File: config.mk
export PLATFORM = sky130hd
export DESIGN_NAME = fetch_pc_sequencer
export DESIGN_NICKNAME = d
export VERILOG_FILES = /design/src/rtl/fetch_pc_sequencer.sv
export SDC_FILE = /design/constraint.sdc
export NUM_CORES = 1
export LEC_CHECK = 0
export ABC_AREA = 1
export CAP_MARGIN = 20
export CORE_MARGIN = 3
export CORE_UTILIZATION = 35
export DETAILED_ROUTE_END_ITERATION = 8
export MAX_ROUTING_LAYER = met4
export PLACE_DENSITY_LB_ADDON = 0.1
export SETUP_SLACK_MARGIN = 0.4
export SLEW_MARGIN = 20
export SYNTH_ARGS = -nofsm -noshare
export SYNTH_HDL_FRONTEND = slang
export SYNTH_SLANG_ARGS = --single-unit
File: constraint.sdc
create_clock -name clk -period 4.06 [get_ports clk]
set_input_delay 0.812 -clock clk [delete_from_list [all_inputs] [get_ports clk]]
set_output_delay 0.812 -clock clk [all_outputs]
set_load 0.02 [all_outputs]
File: src/rtl/fetch_pc_sequencer.sv
// IF-stage PC sequencer: drives the instruction-memory handshake, redirects on branch/jump and squashes wrong-path fetches.
// Optional build macro BRANCH_DELAY_SLOT_EN keeps the instruction accepted at redirect time (MIPS delay slot).
module fetch_pc_sequencer #(
  parameter int                   PC_WIDTH = 32,
  parameter logic [PC_WIDTH-1:0]  RESET_PC = '0,
  parameter int                   PC_STEP  = 4
) (
  input  logic                clk,
  input  logic                reset,
  input  logic                inStall,
  input  logic                inJumpValid,
  input  logic [PC_WIDTH-1:0] inJumpTarget,
  input  logic                inBranchValid,
  input  logic [PC_WIDTH-1:0] inBranchTarget,
  input  logic                inImemReady,
  output logic                outImemReq,
  output logic [PC_WIDTH-1:0] outImemAddr,
  output logic [PC_WIDTH-1:0] outPc,
  output logic [PC_WIDTH-1:0] outPostPc,
  output logic                outInstrValid,
  output logic                outFlush
);

  // state    | meaning
  // IDLE     | first cycle after reset, no request yet
  // FETCH    | request at pc, accept when memory is ready
  // WAIT     | memory not ready, hold request and address
  // REDIRECT | one dead cycle while pc is loaded with the target
  typedef enum logic [1:0] {IDLE, FETCH, WAIT, REDIRECT} state_t;

  localparam logic [PC_WIDTH-1:0] STEP       = PC_WIDTH'(PC_STEP);
  localparam logic [PC_WIDTH-1:0] ALIGN_MASK = ~(PC_WIDTH'(3));

  state_t              state, stateNext;
  logic [PC_WIDTH-1:0] pc, pcNext;
  logic [PC_WIDTH-1:0] pcOut, pcOutNext;
  logic                valid, validNext;
  logic                redirect;
  logic [PC_WIDTH-1:0] target;

  // The branch comes from the older EX instruction, so it wins over the ID jump.
  assign redirect = inBranchValid | inJumpValid;
  assign target   = (inBranchValid ? inBranchTarget : inJumpTarget) & ALIGN_MASK;

  always_comb begin
    stateNext = state;
    pcNext    = pc;
    pcOutNext = pcOut;
    validNext = valid;
    case (state)
      IDLE: begin
        stateNext = FETCH;
        validNext = 1'b0;
      end
      FETCH, WAIT: begin
        if (redirect) begin
          pcNext    = target;
          stateNext = REDIRECT;
`ifdef BRANCH_DELAY_SLOT_EN
          if (inImemReady) begin
            pcOutNext = pc;
            validNext = 1'b1;
          end else begin
            validNext = 1'b0;
          end
`else
          validNext = 1'b0;
`endif
        end else if (inStall) begin
          stateNext = state;
        end else if (inImemReady) begin
          pcOutNext = pc;
          validNext = 1'b1;
          pcNext    = pc + STEP;
          stateNext = FETCH;
        end else begin
          validNext = 1'b0;
          stateNext = WAIT;
        end
      end
      REDIRECT: begin
        stateNext = FETCH;
        validNext = 1'b0;
      end
      default: begin
        stateNext = IDLE;
        validNext = 1'b0;
      end
    endcase
  end

  always_ff @(posedge clk) begin
    if (reset) begin
      state <= IDLE;
      pc    <= RESET_PC;
      pcOut <= RESET_PC;
      valid <= 1'b0;
    end else begin
      state <= stateNext;
      pc    <= pcNext;
      pcOut <= pcOutNext;
      valid <= validNext;
    end
  end

  assign outImemReq    = (state == FETCH) || (state == WAIT);
  assign outImemAddr   = pc;
  assign outPc         = pcOut;
  assign outPostPc     = pcOut + STEP;
  assign outInstrValid = valid;
`ifdef BRANCH_DELAY_SLOT_EN
  assign outFlush      = 1'b0;
`else
  assign outFlush      = (state == REDIRECT) && !reset;
`endif

endmodule
Word-level counts from Yosys, hierarchy flattened. Cells that the tools add are included. Widths: inputs -> output; s select.

Flip-flop bits (word level): 67. Bits of input ports: 70. Output and inout port bits: 99. Word-level logic and storage cells: 35.

Add/sub/neg operators: 2. Equality and inequality tests: 5. Multiplexer cells: 12. Bitwise logic cells: 3. Reductions and logical operators: 9.

Operators with widths (count): $mux 32 (4); $add 32x3->32 const B (2); $mux 2 (3); $eq 2x2->1 const B (2); $pmux 2 s2 (1); $reduce_and 4->1 (1); $reduce_or 2->1 (2); $mux 1 (3); $ne 3x3->1 const B (1); $reduce_and 3->1 (1); $eq 2x1->1 const B (1); $logic_not 2->1 (1); $ne 2x1->1 const B (1); $not 1->1 (2); $pmux 1 s2 (1); $reduce_bool 2->1 (1); $logic_and 1x1->1 (1); $logic_not 1->1 (1); $logic_or 1x1->1 (1); $or 1x1->1 (1).

Longest topological paths before layout. Gate-level depths: netlist of run 1.

Depth after elaboration: 4. Gate-level depth with buffers: 9. Mapped depth without buffers: 9.

Worst setup path before layout of run 1. OpenSTA, ideal clock, no wires.

Kind: reg2out. From: register pcOut[3], in the netlist outPc[3]. To: output port outPostPc[18]. Arrival: 1742 ps. Data required time: 3248 ps. Slack: 1506 ps. Stages on the path, launching flop included: 8. Buffers on the path: 0. Path through: dfxtp_1 ha_1 nand2_1 nor3_2 nand2_1 nor2_1 nand3_1 xor2_1.

Cells in the longest elaborated chain, start to end: 1.

RTL lines: start: declaration (RTL line 36) `logic [PC_WIDTH-1:0] pcOut, pcOutNext;`; start signal: assignment (RTL line 101) `pcOut <= pcOutNext;`; $add 32x3->32 (RTL line 109) `assign outPostPc = pcOut + STEP;`; end: declaration (RTL line 19) `output logic [PC_WIDTH-1:0] outPostPc,`.

No other way between the ends.

Worst setup path in the final report of run 1. Ends and elaborated chain as after synthesis.

==> flow_summary.json, run 1 <==
{
  "status": "complete, no violations",
  "yosysMostFrequentCell": "nor2_1",
  "drcViolationCount": 0,
  "fp.dieArea_sq_um": 13600,
  "grt_pass1_wl_microns": 23200,
  "report.final.slew_viol_count": 0,
  "post-route-period-util_pct": 83.8,
  "cts_tree": "yes",
  "hold_viol": 0,
  "antenna_left": 0,
  "crit_chain": "ha_1 > nand2_1 > nor3_2 > nand2_1 > nor2_1 > nand3_1 > xor2_1 > clkdlybuf4s50_1",
  "syn_area_sq_um": 4290,
  "die_w_microns": 117,
  "maxCapViolations": 0,
  "grt_overflow_total": 0,
  "crit_type": "flip-flop to primary output",
  "syn_avg_cell_area_sq_um": 5.97,
  "synth.area.top_cells": "dfxtp_1, nor2_1, nand2_1",
  "power_density_nw_per_um2": 332,
  "fin_nets": 937,
  "viasPerCell": 5.03,
  "synth-edff-count": 0,
  "place_hpwl_microns": 11300,
  "rows": 39,
  "ys_ff_latch": 63,
  "leakagePower_uw": 0.00227,
  "synth-simple-area-share_pct": 33.8,
  "path_max_fanout": 4,
  "synth_top_area_cell": "dfxtp_1",
  "coreArea_sq_um": 11700,
  "crit_path_start_kind": "flip-flop",
  "nFillCells": 1182,
  "min_period_ns": 3.40,
  "slowest_delay_ns": 0.63,
  "ys.flop_type": "dfxtp_1",
  "worst_slew_pin_slew_ns": 0.988,
  "drt_first_pass_iters": 7,
  "gp_congestion": 0.889,
  "syn_inst": 719,
  "hold_ws_ns": 0.474,
  "syn2layout_area_growth_pct": 45.7,
  "synthTopCellsByCount": "nor2_1, nand2_1, a21oi_1",
  "htree_levels": 3,
  "clock_path_buffers": 2,
  "layout-drive-gt1-share_pct": 4.49,
  "synth_top_family_by_area": "simple AND/OR/NAND/NOR gates",
  "clock_tree.root_cell": "clkbuf_16",
  "diodes": 0,
  "die_height_microns": 117,
  "crit_required_ns": 3.25,
  "post-cts-setup-buffers": 0,
  "finalWorstSetupSlack_ns": 0.658,
  "synth_top_area_share_pct": 29.4,
  "critical_path.slowest_cell": "clkdlybuf4s50_1",
  "pre_cts_ws_ns": 0.996,
  "grt_start_max_net_pins": 62,
  "synth_compound_area_share_pct": 20.0,
  "critPathCaptureType": "primary output",
  "crit_path_frequent_cell": "nand2_1",
  "synthArstFlopShare_pct": 0,
  "synth_fa_ha_area_share_pct": 0.874,
  "insertion_delay_ns": 0.33,
  "vias": 5087,
  "setup_violations": 0,
  "drt_iter0_markers": 366,
  "yosys.cell_types.count": 29,
  "fmax_mhz": 294,
  "cts_hold_repair.buffers": 0,
  "start_util_pct": 36.7,
  "cts.clk_slew.worst_paths_ns": 0.05,
  "synth-xor-area-share_pct": 5.71,
  "synth_mux_area_share_pct": 0,
  "wire_per_inst_microns": 14.5,
  "drt_wl_total_microns": 14700,
  "antenna_found_initial": 0,
  "grt_pass1_vias": 4721,
  "post_cts_resized": 0,
  "pin_count": 169,
  "grtUsageTotal_pct": 22.0,
  "ir_worst_vdd_uv": 148,
  "grt_setup_unrepaired": "false",
  "ys_seq_area_share_pct": 29.4,
  "slew_headroom_pct": 33.7,
  "power_uw": 2080,
  "yosysWarnings": 0,
  "setup-tns-final_ns": 0,
  "finalClockSkew_ns": 0.00831,
  "cts_inserted_buffers": 9,
  "io_buffer_count": 158,
  "hp-class": "flip-flop to flip-flop",
  "cp.arrival_ns": 2.59,
  "clock-sinks": 63
}
[worst max-delay path: cells and delay by family, from the launching register on]
| kind | cells | cell delay, ns |
|---|---|---|
| simple gates | 5 | 0.89 |
| xor+xnor | 1 | 0.17 |
| flops | 1 | 0.38 |
| fa+ha+maj | 1 | 0.20 |
| buf+inv | 1 | 0.63 |
[stage by stage]
stage               instance area, sq um  instances  utilization (%)
detailed placement                  5960        996             50.9
finish                              6260       1012             53.4
floorplan                           4310        724                -
global route                        6260       1012             53.4
global placement                    5960        996             50.9
CTS                                 6260       1012             53.4
[logic make-up after synthesis]
family | Yosys count
simple gates | 351
flops | 63
compound gates | 166
fa+ha+maj | 3
buf+inv | 107
xor+xnor | 28
other cells | 1
[worst paths after layout]
kind / slack [ns] / startpoint / cells past startpoint / endpoint
max: 0.66 / outPc[3] / 8 / outPostPc[18]
min: 0.47 / state[1] / 2 / state[1]
max reg2reg: 2.24 / outImemAddr[3] / 9 / outImemAddr[24]
min reg2reg: 0.47 / state[1] / 2 / state[1]
[area by class of cell]
cell class                 instances  area (sq um)  area share, %
clock buffer                       9           225           3.60
inverter                          72           270           4.32
sequential                        63          1260           20.2
timing repair buffer             164          1630           26.0
tap                              143           179           2.86
clock inverter                     7          73.8           1.18
multi-input combinational        554          2620           41.9
[power breakdown]
| part | leakage [uW] | switching (uW) | internal, uW |
|---|---|---|---|
| sequential | 0.000516 | 103 | 675 |
| combinational | 0.00162 | 290 | 244 |
| clock | 0.000134 | 289 | 474 |
| total | 0.00227 | 683 | 1390 |
[layer usage]
layer / track usage (%) / up-vias / wire, microns
met4: 7.72 / 0 / 281
met3: 4.09 / 22 / 1080
met2: 33.5 / 191 / 6490
met1: 29.2 / 2263 / 6810
li1: - / 2611 / -
met5: - / - / 0
[placed cells by master, fill, tap and decap left out, types with 3 or more instances in the layout]
master / n
dfxtp_1: 63
a21oi_1: 80
inv_1: 69
buf_4: 6
conb_1: 6
ha_1: 3
nand2_1: 132
clkbuf_16: 9
o21ai_1: 23
nor2_1: 145
o21ai_0: 51
nor2_2: 8
clkdlybuf4s50_1: 158
a31oi_1: 8
xor2_1: 28
or2_2: 3
nand3_1: 38
nand4_1: 9
clkinvlp_4: 4
nor3_1: 7
[registers in the layout (all words and copies together), names as in the netlist]
name           flops
outImemAddr       30
state              2
outInstrValid      1
outPc             30
Power figures use the tool's default switching activity.
==> run 2, diff against run 1 <==
- clock period: 4.06 -> 3.15 ns (I/O delays scaled with it)
==> flow_summary.json, run 2 (synthesis results as in run 1) <==
{
  "finalClockSkew_ns": 0.00764,
  "cts.clk_slew.worst_paths_ns": 0.06,
  "pin_count": 169,
  "io_buffer_count": 158,
  "wire_per_inst_microns": 14.4,
  "min_period_ns": 2.68,
  "crit_family": "simple AND/OR/NAND/NOR gates",
  "final_util_pct": 54.5,
  "crit_required_ns": 2.52,
  "critPathCaptureType": "primary output",
  "viasPerCell": 5.01,
  "drt_first_pass_iters": 5,
  "htree_levels": 3,
  "cp.arrival_ns": 2.05,
  "grtUsageTotal_pct": 21.9,
  "report.final.slew_viol_count": 0,
  "slew_headroom_pct": 45.3,
  "syn2layout_area_growth_pct": 48.6,
  "crit_path_start_kind": "flip-flop",
  "setup-tns-final_ns": 0,
  "worst_slew_pin_slew_ns": 0.820,
  "cts_hold_repair.buffers": 0,
  "drt_iter0_markers": 380,
  "clock_path_buffers": 2,
  "grt_pass1_vias": 4752,
  "die_w_microns": 117,
  "cts_tree": "yes",
  "final_common_cell": "nor2_1",
  "antenna_found_initial": 0,
  "layout-drive-gt1-share_pct": 8.25,
  "start_util_pct": 36.7,
  "grt_pass1_wl_microns": 23100,
  "nFillCells": 1176,
  "path_max_fanout": 4,
  "register_area_sq_um": 1270,
  "cts_inserted_buffers": 9,
  "crit_type": "flip-flop to primary output",
  "crit_path_frequent_cell": "nand2_2",
  "power_density_nw_per_um2": 448,
  "clock_tree.root_cell": "clkbuf_16",
  "status": "complete, no violations",
  "hold_viol": 0,
  "crit_chain": "nand2_2 > nor2_1 > nand2_2 > nor2_2 > nand4_1 > xor2_1 > clkdlybuf4s15_1",
  "final_cell_mix": "nor2_1, clkdlybuf4s50_1, nand2_1, a21oi_1, inv_1",
  "crit_buf_inv": 1,
  "leakagePower_uw": 0.00251,
  "critical_path.slowest_cell": "dfxtp_1",
  "fin_nets": 941,
  "grt_setup_unrepaired": "true",
  "fmax_mhz": 373,
  "rows": 39,
  "gp_congestion": 0.864,
  "setup_violations": 0,
  "clock-sinks": 63,
  "fp.dieArea_sq_um": 13600,
  "die_height_microns": 117,
  "vias": 5092,
  "antenna_left": 0,
  "hp-class": "flip-flop to flip-flop",
  "insertion_delay_ns": 0.33,
  "ir_worst_vdd_uv": 233,
  "drt_wl_total_microns": 14700,
  "multi_input_area_sq_um": 2690,
  "post-route-period-util_pct": 85.1,
  "coreArea_sq_um": 11700,
  "drcViolationCount": 0,
  "place_hpwl_microns": 11400,
  "diodes": 0,
  "grt_start_max_net_pins": 41,
  "maxCapViolations": 0,
  "slowest_delay_ns": 0.39,
  "grt_overflow_total": 0
}
run 2: what timing repair did:
| action | CTS | global route |
|---|---|---|
| cloned | 0 | 0 |
| pin swaps | 0 | 1 |
| endpoints found under the setup margin | 22 | 19 |
| hold endpoints to repair | 0 | 0 |
| buffers inserted | 0 | 0 |
| gates resized for setup | 30 | 38 |
run 2: worst min-delay path, cell delays in order (launching register included):
cell and delay (ns):
dfxtp_1 0.31, nand2_1 0.06, a21oi_1 0.05
run 2: cell type report:
| class | count | area share, % |
|---|---|---|
| Multi-Input combinational cell | 554 | 42.1 |
| Timing Repair Buffer | 168 | 25.5 |
| Sequential cell | 63 | 19.9 |
| Inverter | 72 | 4.24 |
| Clock buffer | 9 | 3.53 |
| Tap cell | 143 | 2.80 |
| Clock inverter | 7 | 1.96 |
run 2: through the flow:
step / area [sq um] / cells / hold slack, ns / worst slack, ns / power [uW]
after floorplan: 4310 / 724 / 0.437 / 0.778 / 1350
after global placement: 5990 / 1000 / 0.450 / 0.435 / 1690
after detailed placement: 5990 / 1000 / 0.466 / 0.372 / 1710
after CTS: 6350 / 1016 / 0.473 / 0.197 / 2880
after global routing: 6380 / 1016 / 0.492 / 0.371 / 2990
final: 6380 / 1016 / 0.470 / 0.470 / 2860
run 2: worst paths after layout:
path,start,depth (start not counted),to,slack [ns]
max,outPc[6],7,outPostPc[27],0.47
min,state[1],2,state[1],0.47
max reg2reg,state[0],4,outPc[20],1.23
min reg2reg,state[1],2,state[1],0.47
run 2: routing by layer:
metal	up-vias	track usage (%)	routed length, microns
li1	2608	-	-
met1	2296	27.7	6680
met2	173	35.6	6850
met3	15	3.47	979
met4	0	6.96	171
met5	-	-	0
run 2: power breakdown:
| part | total, uW | internal [uW] | switching [uW] |
|---|---|---|---|
| Clock | 1170 | 784 | 387 |
| Sequential | 1000 | 871 | 134 |
| Combinational | 683 | 310 | 373 |
==> run 3, diff against run 2 <==
- SLEW_MARGIN: 20 -> 5
==> results of run 3 <==
Final layout, timing and power as in run 2 (identical DEF).
